===== config.mk =====
export PLATFORM = sky130hd
export DESIGN_NAME = turf_udp_framer
export DESIGN_NICKNAME = d
export VERILOG_FILES = /design/src/rtl/turf_net_pkg.sv /design/src/rtl/turf_ip_csum.sv /design/src/rtl/turf_udp_framer.sv
export SDC_FILE = /design/constraint.sdc
export NUM_CORES = 1
export LEC_CHECK = 0
export CAP_MARGIN = 20
export CORE_MARGIN = 2
export CORE_UTILIZATION = 27
export DETAILED_ROUTE_END_ITERATION = 8
export HOLD_SLACK_MARGIN = 0.02
export PLACE_DENSITY_LB_ADDON = 0.08
export SLEW_MARGIN = 20
export SYNTH_ARGS = -nofsm -noshare
export SYNTH_HDL_FRONTEND = slang
export SYNTH_SLANG_ARGS = --single-unit

===== constraint.sdc =====
create_clock -name aclk -period 24.6 [get_ports aclk]
set_input_delay 2.46 -clock aclk [delete_from_list [all_inputs] [get_ports aclk]]
set_output_delay 2.46 -clock aclk [all_outputs]
set_load 0.03 [all_outputs]

===== src/rtl/turf_net_pkg.sv =====
// turf_net: shared Ethernet/IPv4/UDP constants, framer states and byte-lane helpers
package turf_net;
  localparam logic [15:0] ETHERTYPE_IPV4 = 16'h0800;
  localparam logic [7:0] IP_PROTO_UDP = 8'h11;
  localparam int HDR_BYTES = 42;
  localparam logic [7:0] DEFAULT_TTL = 8'd64;
  localparam logic [2:0] IDLE = 3'd0;
  localparam logic [2:0] CSUM = 3'd1;
  localparam logic [2:0] HDR = 3'd2;
  localparam logic [2:0] MERGE = 3'd3;
  localparam logic [2:0] PAYLOAD = 3'd4;
  localparam logic [2:0] TAIL = 3'd5;
  typedef struct packed {
    logic [47:0] dst_mac;
    logic [47:0] src_mac;
    logic [31:0] src_ip;
    logic [31:0] dst_ip;
    logic [15:0] src_port;
    logic [15:0] dst_port;
  } cfg_t;
  function automatic logic [3:0] keep_cnt(input logic [7:0] keep);
    logic [3:0] c;
    c = '0;
    for (int i = 0; i < 8; i++) c = c + {3'd0, keep[i]};
    return c;
  endfunction
  function automatic logic [7:0] low_ones(input logic [3:0] n);
    logic [15:0] t;
    t = (16'd1 << n) - 16'd1;
    return t[7:0];
  endfunction
  function automatic logic [63:0] mask_bytes(input logic [63:0] d, input logic [7:0] keep);
    logic [63:0] r;
    for (int i = 0; i < 8; i++) r[8*i +: 8] = keep[i] ? d[8*i +: 8] : 8'h00;
    return r;
  endfunction
endpackage


===== src/rtl/turf_ip_csum.sv =====
// turf_ip_csum: IPv4 header checksum, one adder tree folded end-around and registered on en
module turf_ip_csum
  import turf_net::*;
(
  input  logic        aclk,
  input  logic        areset,
  input  logic        en,
  input  logic [15:0] total_len,
  input  logic [15:0] ip_id,
  input  logic [7:0]  ttl,
  input  logic [31:0] src_ip,
  input  logic [31:0] dst_ip,
  output logic [15:0] csum
);
  logic [19:0] sum;
  logic [16:0] fold1;
  logic [15:0] fold2;
  assign sum = 20'h04500 + 20'(total_len) + 20'(ip_id) + 20'h04000 + 20'({ttl, IP_PROTO_UDP})
             + 20'(src_ip[31:16]) + 20'(src_ip[15:0]) + 20'(dst_ip[31:16]) + 20'(dst_ip[15:0]);
  assign fold1 = 17'(sum[15:0]) + 17'(sum[19:16]);
  assign fold2 = fold1[15:0] + 16'(fold1[16]);
  always_ff @(posedge aclk)
    if (areset) csum <= '0;
    else if (en) csum <= ~fold2;
endmodule


===== src/rtl/turf_udp_framer.sv =====
// turf_udp_framer: wraps a 64-bit UDP payload stream in an Ethernet II/IPv4/UDP header
module turf_udp_framer
  import turf_net::*;
#(
  parameter logic [7:0]  TTL   = DEFAULT_TTL,
  parameter logic [15:0] IP_ID = 16'h0000
) (
  input  logic        aclk,
  input  logic        areset,
  input  logic [47:0] dst_mac_i,
  input  logic [47:0] src_mac_i,
  input  logic [31:0] src_ip_i,
  input  logic [31:0] dst_ip_i,
  input  logic [15:0] src_port_i,
  input  logic [15:0] dst_port_i,
  input  logic [15:0] s_hdr_tdata,
  input  logic        s_hdr_tvalid,
  output logic        s_hdr_tready,
  input  logic [63:0] s_payload_tdata,
  input  logic [7:0]  s_payload_tkeep,
  input  logic        s_payload_tlast,
  input  logic        s_payload_tuser,
  input  logic        s_payload_tvalid,
  output logic        s_payload_tready,
  output logic [63:0] m_frame_tdata,
  output logic [7:0]  m_frame_tkeep,
  output logic        m_frame_tlast,
  output logic        m_frame_tvalid,
  input  logic        m_frame_tready,
  output logic        length_err_o
);
  logic [2:0] state, beat;
  cfg_t cfg;
  logic [15:0] len, cnt, hold, csum, total_len, udp_len, tot;
  logic [3:0] k, tail_n;
  logic bad, in_pay, last_k, unused_tuser;
  logic [319:0] hdr_be, hdr_le;
  logic [63:0] raw;
  assign unused_tuser = s_payload_tuser;
  assign total_len = len + 16'(HDR_BYTES - 14);
  assign udp_len = len + 16'(HDR_BYTES - 34);
  turf_ip_csum u_csum (
    .aclk(aclk), .areset(areset), .en(state == CSUM), .total_len(total_len), .ip_id(IP_ID),
    .ttl(TTL), .src_ip(cfg.src_ip), .dst_ip(cfg.dst_ip), .csum(csum)
  );
  // Header bytes 0-39; bytes 40-41 (UDP checksum, zero) ride as the held-over pair of the merge beat
  assign hdr_be = {cfg.dst_mac, cfg.src_mac, ETHERTYPE_IPV4, 8'h45, 8'h00, total_len, IP_ID, 16'h4000,
                   TTL, IP_PROTO_UDP, csum, cfg.src_ip, cfg.dst_ip, cfg.src_port, cfg.dst_port, udp_len};
  assign hdr_le = {<<8{hdr_be}};
  assign in_pay = state == MERGE || state == PAYLOAD;
  assign k = keep_cnt(s_payload_tkeep);
  assign tot = cnt + 16'(k);
  assign last_k = s_payload_tlast && k <= 4'd6;
  assign s_hdr_tready = state == IDLE && !areset;
  assign s_payload_tready = in_pay && m_frame_tready;
  assign m_frame_tvalid = state == HDR || state == TAIL || (in_pay && s_payload_tvalid);
  assign m_frame_tkeep = state == HDR ? 8'hFF : state == TAIL ? low_ones(tail_n) :
                         in_pay && s_payload_tvalid ? (last_k ? low_ones(4'(k + 4'd2)) : 8'hFF) : 8'h00;
  assign m_frame_tlast = state == TAIL || (in_pay && s_payload_tvalid && last_k);
  assign raw = state == HDR ? hdr_le[beat*64 +: 64] : state == TAIL ? {48'h0, hold} : {s_payload_tdata[47:0], hold};
  assign m_frame_tdata = mask_bytes(raw, m_frame_tkeep);
  assign length_err_o = m_frame_tvalid && m_frame_tready && m_frame_tlast && (state == TAIL ? bad : tot != len);
  always_ff @(posedge aclk)
    if (areset) begin
      state <= IDLE;
      beat <= '0;
      cnt <= '0;
      hold <= '0;
      tail_n <= '0;
      bad <= 1'b0;
    end else
      case (state)
        IDLE: if (s_hdr_tvalid) begin
          len <= s_hdr_tdata;
          cfg <= '{dst_mac_i, src_mac_i, src_ip_i, dst_ip_i, src_port_i, dst_port_i};
          state <= CSUM;
        end
        CSUM: begin
          beat <= '0;
          state <= HDR;
        end
        HDR: if (m_frame_tready) begin
          beat <= beat + 3'd1;
          if (beat == 3'd4) begin
            hold <= '0;
            cnt <= '0;
            state <= MERGE;
          end
        end
        MERGE, PAYLOAD: if (s_payload_tvalid && m_frame_tready) begin
          cnt <= tot;
          hold <= s_payload_tdata[63:48];
          if (!s_payload_tlast) state <= PAYLOAD;
          else if (last_k) state <= IDLE;
          else begin
            tail_n <= 4'(k - 4'd6);
            bad <= tot != len;
            state <= TAIL;
          end
        end
        TAIL: if (m_frame_tready) state <= IDLE;
        default: state <= IDLE;
      endcase
endmodule


# Yosys cells after proc, flatten, opt, wreduce, memory -nomap -nowiden
# Cells that the tools add are included.
[op_classes]
addsub = 24
order_cmp = 1
eq_ne = 12
shifts = 3
n_mux = 31
bitwise = 3
n_reduce_logical = 23
[op_table]
columns = ["cell", "count"]
rows = [
  ["$shiftx 320x10->64", 1],
  ["$mux 64", 2],
  ["$mux 8", 12],
  ["$add 20x16->20", 4],
  ["$mux 16", 4],
  ["$pmux 16 s2", 2],
  ["$add 20x15->20 const B", 2],
  ["$mux 3", 8],
  ["$add 15x16->17 const A", 1],
  ["$add 16x4->17", 1],
  ["$add 16x1->16", 1],
  ["$add 16x4->16", 1],
  ["$add 16x4->16 const B", 1],
  ["$add 16x5->16 const B", 1],
  ["$add 4x1->4", 4],
  ["$ne 16x16->1", 1],
  ["$not 16->16", 1],
  ["$shl 1x4->8 const A", 2],
  ["$sub 8x1->8 const B", 2],
  ["$pmux 3 s5", 1],
  ["$eq 3x3->1 const B", 3],
  ["$logic_and 1x1->1", 9],
  ["$ne 2x2->1 const B", 4],
  ["$reduce_and 4->1", 2],
  ["21 further kinds", 27],
]
[totals]
ff_bits = 267
inputBits = 287
output_inout_bits = 77
wordCells = 111

# Logic depth before layout (Yosys ltp)
[depth]
depth_word = 15
depth_mapped = 41
ltp_nobuf = 40

# Modules after synthesis
# From an unflattened synthesis, not the netlist that was laid out.
[unflattened]
cells_unflattened = 1664
area_unflattened_um2 = 17061.4
[modules_own_cells]
columns = ["module", "n_inst", "cells_each", "area_per_inst_um2"]
rows = [
  ["turf_udp_framer", 1, 1096, 12373.1],
  ["turf_ip_csum", 1, 568, 4688.2],
]

# Worst setup path after synthesis
# OpenSTA, ideal clock, no wires.
[synth_path]
path_kind = "input-to-output"
from = "input s_payload_tkeep[0]"
to = "output m_frame_tkeep[4]"
arrival_time_ps = 7135
slack_ps = 15005
stages = 19
path_buffers = 0
path_cell_list = "fa_1 -> inv_1 -> fa_1 -> fa_1 -> inv_1 -> ha_1 -> fa_1 -> ha_1 -> xnor2_1 -> inv_1 -> nand3_1 -> ha_1 -> inv_1 -> nand3_1 -> o21ai_0 -> a221oi_1 -> nor2_1 -> a211oi_1 -> inv_1"
[synth_between]
elab_chain_len = 14
elab_cells_between_ends = 16
[synth_lines]
columns = ["element", "line", "text"]
rows = [
  ["start, declared", "turf_udp_framer.sv:20", "input logic [7:0] s_payload_tkeep,"],
  ["$add 1x1->2 *", "turf_net_pkg.sv:24", "for (int i = 0; i < 8; i++) c = c + {3'd0, keep[i]};"],
  ["$add 2x1->3 *", "turf_net_pkg.sv:24", ""],
  ["$add 3x1->4 *", "turf_net_pkg.sv:24", ""],
  ["$add 4x1->4 * (4 in series)", "turf_net_pkg.sv:24", ""],
  ["$add 4x2->4", "turf_udp_framer.sv:58", "in_pay && s_payload_tvalid ? (last_k ? low_ones(4'(k + 4'd2)) : 8'hFF) : 8'h00;"],
  ["$shl 1x4->8", "turf_net_pkg.sv:29", "t = (16'd1 << n) - 16'd1;"],
  ["$sub 8x1->8", "turf_net_pkg.sv:29", ""],
  ["$mux 8 * (2 in series)", "turf_udp_framer.sv:58", ""],
  ["$mux 8 * (2 in series)", "turf_udp_framer.sv:57", "assign m_frame_tkeep = state == HDR ? 8'hFF : state == TAIL ? low_ones(tail_n) :"],
  ["end, declared", "turf_udp_framer.sv:26", "output logic [7:0] m_frame_tkeep,"],
]
# Every way passes the cells marked *; elsewhere a longest branch is shown, timed or not.

# Worst setup path in the final report
[layout_path]
from = "input s_payload_tkeep[0]"
to = "output m_frame_tdata[32]"
[layout_between]
elab_chain_len = 15
elab_cells_between_ends = 17
[layout_lines]
columns = ["element", "line", "text"]
rows = [
  ["$add 1x1->2 *", "turf_net_pkg.sv:24", ""],
  ["$add 2x1->3 *", "turf_net_pkg.sv:24", ""],
  ["$add 3x1->4 *", "turf_net_pkg.sv:24", ""],
  ["$add 4x1->4 * (4 in series)", "turf_net_pkg.sv:24", ""],
  ["$add 4x2->4", "turf_udp_framer.sv:58", ""],
  ["$shl 1x4->8", "turf_net_pkg.sv:29", ""],
  ["$sub 8x1->8", "turf_net_pkg.sv:29", ""],
  ["$mux 8 * (2 in series)", "turf_udp_framer.sv:58", ""],
  ["$mux 8 * (2 in series)", "turf_udp_framer.sv:57", ""],
  ["$mux 8 *", "turf_net_pkg.sv:34", "for (int i = 0; i < 8; i++) r[8*i +: 8] = keep[i] ? d[8*i +: 8] : 8'h00;"],
  ["end, declared", "turf_udp_framer.sv:25", "output logic [63:0] m_frame_tdata,"],
]
# Marked as above.

==> summary by stage <==
GRT
For this run, global-route usage on met1 was measured as 0.2646. The global-route wire length before repair is slightly below 90000 um. In the global route stage, overall resource usage came out at 0.1993.

The global-route met3 utilization is 0.05576. The final global-route overflow total is 0. In the global route stage, met2 resource usage came out at 0.3144. The global-route layer with the greatest usage is met2. The number of antenna violations at the first check in global routing is 14. Entering global routing, the biggest net connects 160 pins. The via count of the first global-routing pass is ~13000.

Clocking
The number of sinks handled by clock tree synthesis is 267. The later-pin clock latency in the skew report is 540 ps. Buffers inserted to repair hold after CTS numbered 0. The number of buffers added for setup after CTS is 0.

The clock tree from TritonCTS is yes. The post-cts resize count is 0. The clock-pin slew on the worst setup and hold paths is ~50 ps. No sink is reached through more buffers than the 3 on the longest clock path. The H-tree was split into 2 levels. The number of clock buffers added by TritonCTS is 36. The cell at the root of the clock tree is clkbuf_16.

STA
Summed over all failing endpoints, the final setup total negative slack is 0 ps. The relative slew slack is 0.2428. Dividing the final minimum period by the clock period gives 0.4635. The routed design could run at a clock period as short as 11400 ps.

Setup repair after global routing left no endpoint under its margin. Derived from the worst setup path, the maximum achievable clock frequency is ~90 MHz. The total of endpoints with negative setup slack in the final report is 0. The count of endpoints failing hold in the final timing report was 0.

The number of max-slew violations in the final report was 0. The transition time at the pin with the least slew margin is 1134 ps. The worst hold slack after final layout is ~450 ps. Clock skew on the completed layout was measured at roughly 16 ps.

Synth
Sorting the synthesized cells by how often they occur yields 208 x edfxtp_1, 188 x nor2_1, 118 x nand2_1, 105 x inv_1, 98 x a21oi_1. The top cell type by total area after synthesis is edfxtp_1. The number of nets handed over by synthesis was 1895. The sequential element share of the synthesized area is 0.4734. The average cell area after synthesis is 10.47 sq um. The area fraction of the dominant cell type after synthesis is 0.3981. The most instantiated library cell after synthesis is edfxtp_1. The synthesized design contains approximately 270 register bits.

The primary flip-flop cell chosen by synthesis mapping is edfxtp_1. The Yosys step of the flow raised 0 warnings. The count of unique library cells instantiated by Yosys is 83.

Sorting the synthesized cells by area gives the leading types as edfxtp_1 40%, dfxtp_1 7.5%, fa_1 6.9%. Summing every instance area after synthesis gives around 0.016 sq mm. Counting flops with a built-in enable in the synthesized netlist gives 208. The gate count of the mapped netlist is 1498. In the synthesized netlist the async set-or-reset flop fraction comes to 0.

Critical path
The reg-to-reg critical path startpoint is len[3]. STA classifies the critical path endpoint as a primary output. The type of the worst setup path is in2out.

STA puts the critical path data required time at between 20000 and 25000 ps. The kind of start point of the critical path is an input pin. The data arrival time of the critical path is between 8000 and 9000 ps. Along the worst path, the maximum fanout reaches 9. The flop-to-flop setup slack is roughly 14000 ps. The endpoint identified for the worst register-to-register timing path is u_csum.csum[12]. Counting cells, the worst reg-to-reg path comes to 38.

Routing
The first detailed-routing pass ran for 5 iterations. The count of nets left with antenna violations once routing finished came out at 0. Detailed routing inserted a total of approximately 13000 vias. Dividing the detail-routed wire length by the instance count gives around 23 um. The routed via count divided by cell count is roughly 4.9. Summed over all layers, the routed wires come to ~60000 um. The violation count after the first detailed-routing iteration is between 900 and 1000.

For this run, design rule violations remaining after detail routing come to 0.

Cells and area
The share of final-layout standard cells stronger than drive strength 1 is 0.06566. The growth of design area from synthesis to finish is 35.47%. The net total in the final layout is between 2000 and 2500. The number of standard cells in the final layout excluding fillers is about 2600.

Die
The initial utilization of the core area, before any placement, comes to 0.2725. The total number of placement rows is 88. The standard cell core area is around 0.058 sq mm. The overall die height is about 250 um. The width of the chip is approximately 250 um. The number of top-level pins is roughly 360. The die covers ~0.060 sq mm.

Min path
The endpoint with the worst hold slack is u_csum.csum[3]. The worst hold-check path type is reg2reg. The start point of the worst hold path is u_csum.csum[3]. The number of cells on the worst hold path is 2.

Pwr
The total leakage power is a little under 8 nW. The worst-case IR drop observed on VDD is slightly above 80 uV. The design draws 2.787 mW. The power per unit of standard cell area is between 100 and 150 mW/mm^2.

Placed design
The post-DP HPWL is ~47000 um. Buffers placed on the I/O ports in this run total around 360. The number of placed instances, taps included, is around 2600.

Routability-driven placement finished with a final weighted congestion of 0.8321.

Status
The run finished with clean final reports.

Job
The max-capacitance violation count is 0.
==> kinds of logic (layout without fill, tap and decap cells) <==
group / after synthesis / after routing / share of synthesized area
AOI/OAI and AO/OA: 361 / 361 / 0.1575
xor gates and xnor gates: 92 / 92 / 0.05367
adders and majority gates: 110 / 110 / 0.1136
buffers and inverters: 196 / 556 / 0.04697
DFF: 267 / 267 / 0.4734
muxes: 22 / 22 / 0.02392
other: 0 / 6 / 0
and+or+nand+nor: 450 / 450 / 0.1310
==> worst max-delay path by stage <==
stage	from	to	slack [ps]	cells after the start
2_1_floorplan	s_payload_tkeep[0]	m_frame_tkeep[4]	15000	19
3_3_place_gp	s_payload_tkeep[0]	m_frame_tkeep[4]	13310	21
3_5_place_dp	s_payload_tkeep[0]	m_frame_tkeep[4]	13180	21
4_1_cts	s_payload_tkeep[0]	m_frame_tkeep[4]	13150	21
5_1_grt	s_payload_tkeep[0]	m_frame_tdata[32]	12790	21
6_report	s_payload_tkeep[0]	m_frame_tdata[32]	13200	21
==> metal layers <==
metal	wire, um	vias to the layer above	share of wire
met4	1652	22	0.027
met2	27780	411	0.46
met3	4106	87	0.067
li1	-	6086	-
met1	27210	6252	0.45
met5	143	-	0.0023
==> state kept, by name (all words and copies together) (netlist names) <==
name and count:
u_csum.csum 16, state 3, cnt 16, bad 1, hold 16, cfg 192, tail_n 4, beat 3
len 16
==> report_power, final <==
part	switching (mW)	internal (mW)
clock	0.207	0.290
combinational	1.04	0.658
sequential	0.0409	0.553
==> cell usage in the layout, fill, tap and decap left out, types with 11 or more instances in the layout <==
cell type and n:
clkdlybuf4s50_1 361, edfxtp_1 208, nor2_1 185, nand2_1 118
inv_1 105, a21oi_1 98, a22oi_1 65, dfxtp_1 57
ha_1 56, xnor2_1 55, fa_1 54, o21ai_0 53
clkbuf_16 36, xor2_1 33, nor3_1 33, a21o_1 30
a221oi_1 30, nand3_1 27, buf_4 21, o2111ai_1 15
and3_1 14, a211oi_1 14, mux4_2 12, nor2b_1 11
==> final cells by class <==
class,instances,area (sq um)
Multi-Input combinational cell,1035,7560
Clock buffer,42,923.4
Tap cell,765,957.2
Fill cell,5721,36330
Inverter,108,405.4
Sequential cell,267,7430
Timing Repair Buffer,384,3796
Clock inverter,22,168.9
Antenna cell,6,15.01
==> metrics by stage <==
stage / setup WS [ps] / util / instance area, sq um
3_5_place_dp: 13180 / 0.3499 / 20150
2_1_floorplan: 15000 / - / 15690
4_1_cts: 13150 / 0.3689 / 21240
3_3_place_gp: 13310 / 0.3499 / 20150
6_report: 13200 / 0.3691 / 21260
5_1_grt: 12790 / 0.3690 / 21250
==> critical path, cell delays in order <==
cell	delay, ps
clkdlybuf4s50_1	440
fa_1	540
inv_1	50
fa_1	450
fa_1	490
inv_1	40
ha_1	200
fa_1	600
ha_1	290
xnor2_1	430
nor2_1	150
nand2_1	100
ha_1	260
inv_1	90
nand3_1	80
o21ai_0	90
a221oi_1	340
nor2_1	110
a211oi_2	930
nor2_1	130
clkdlybuf4s50_1	640
Power figures use the tool's default switching activity.
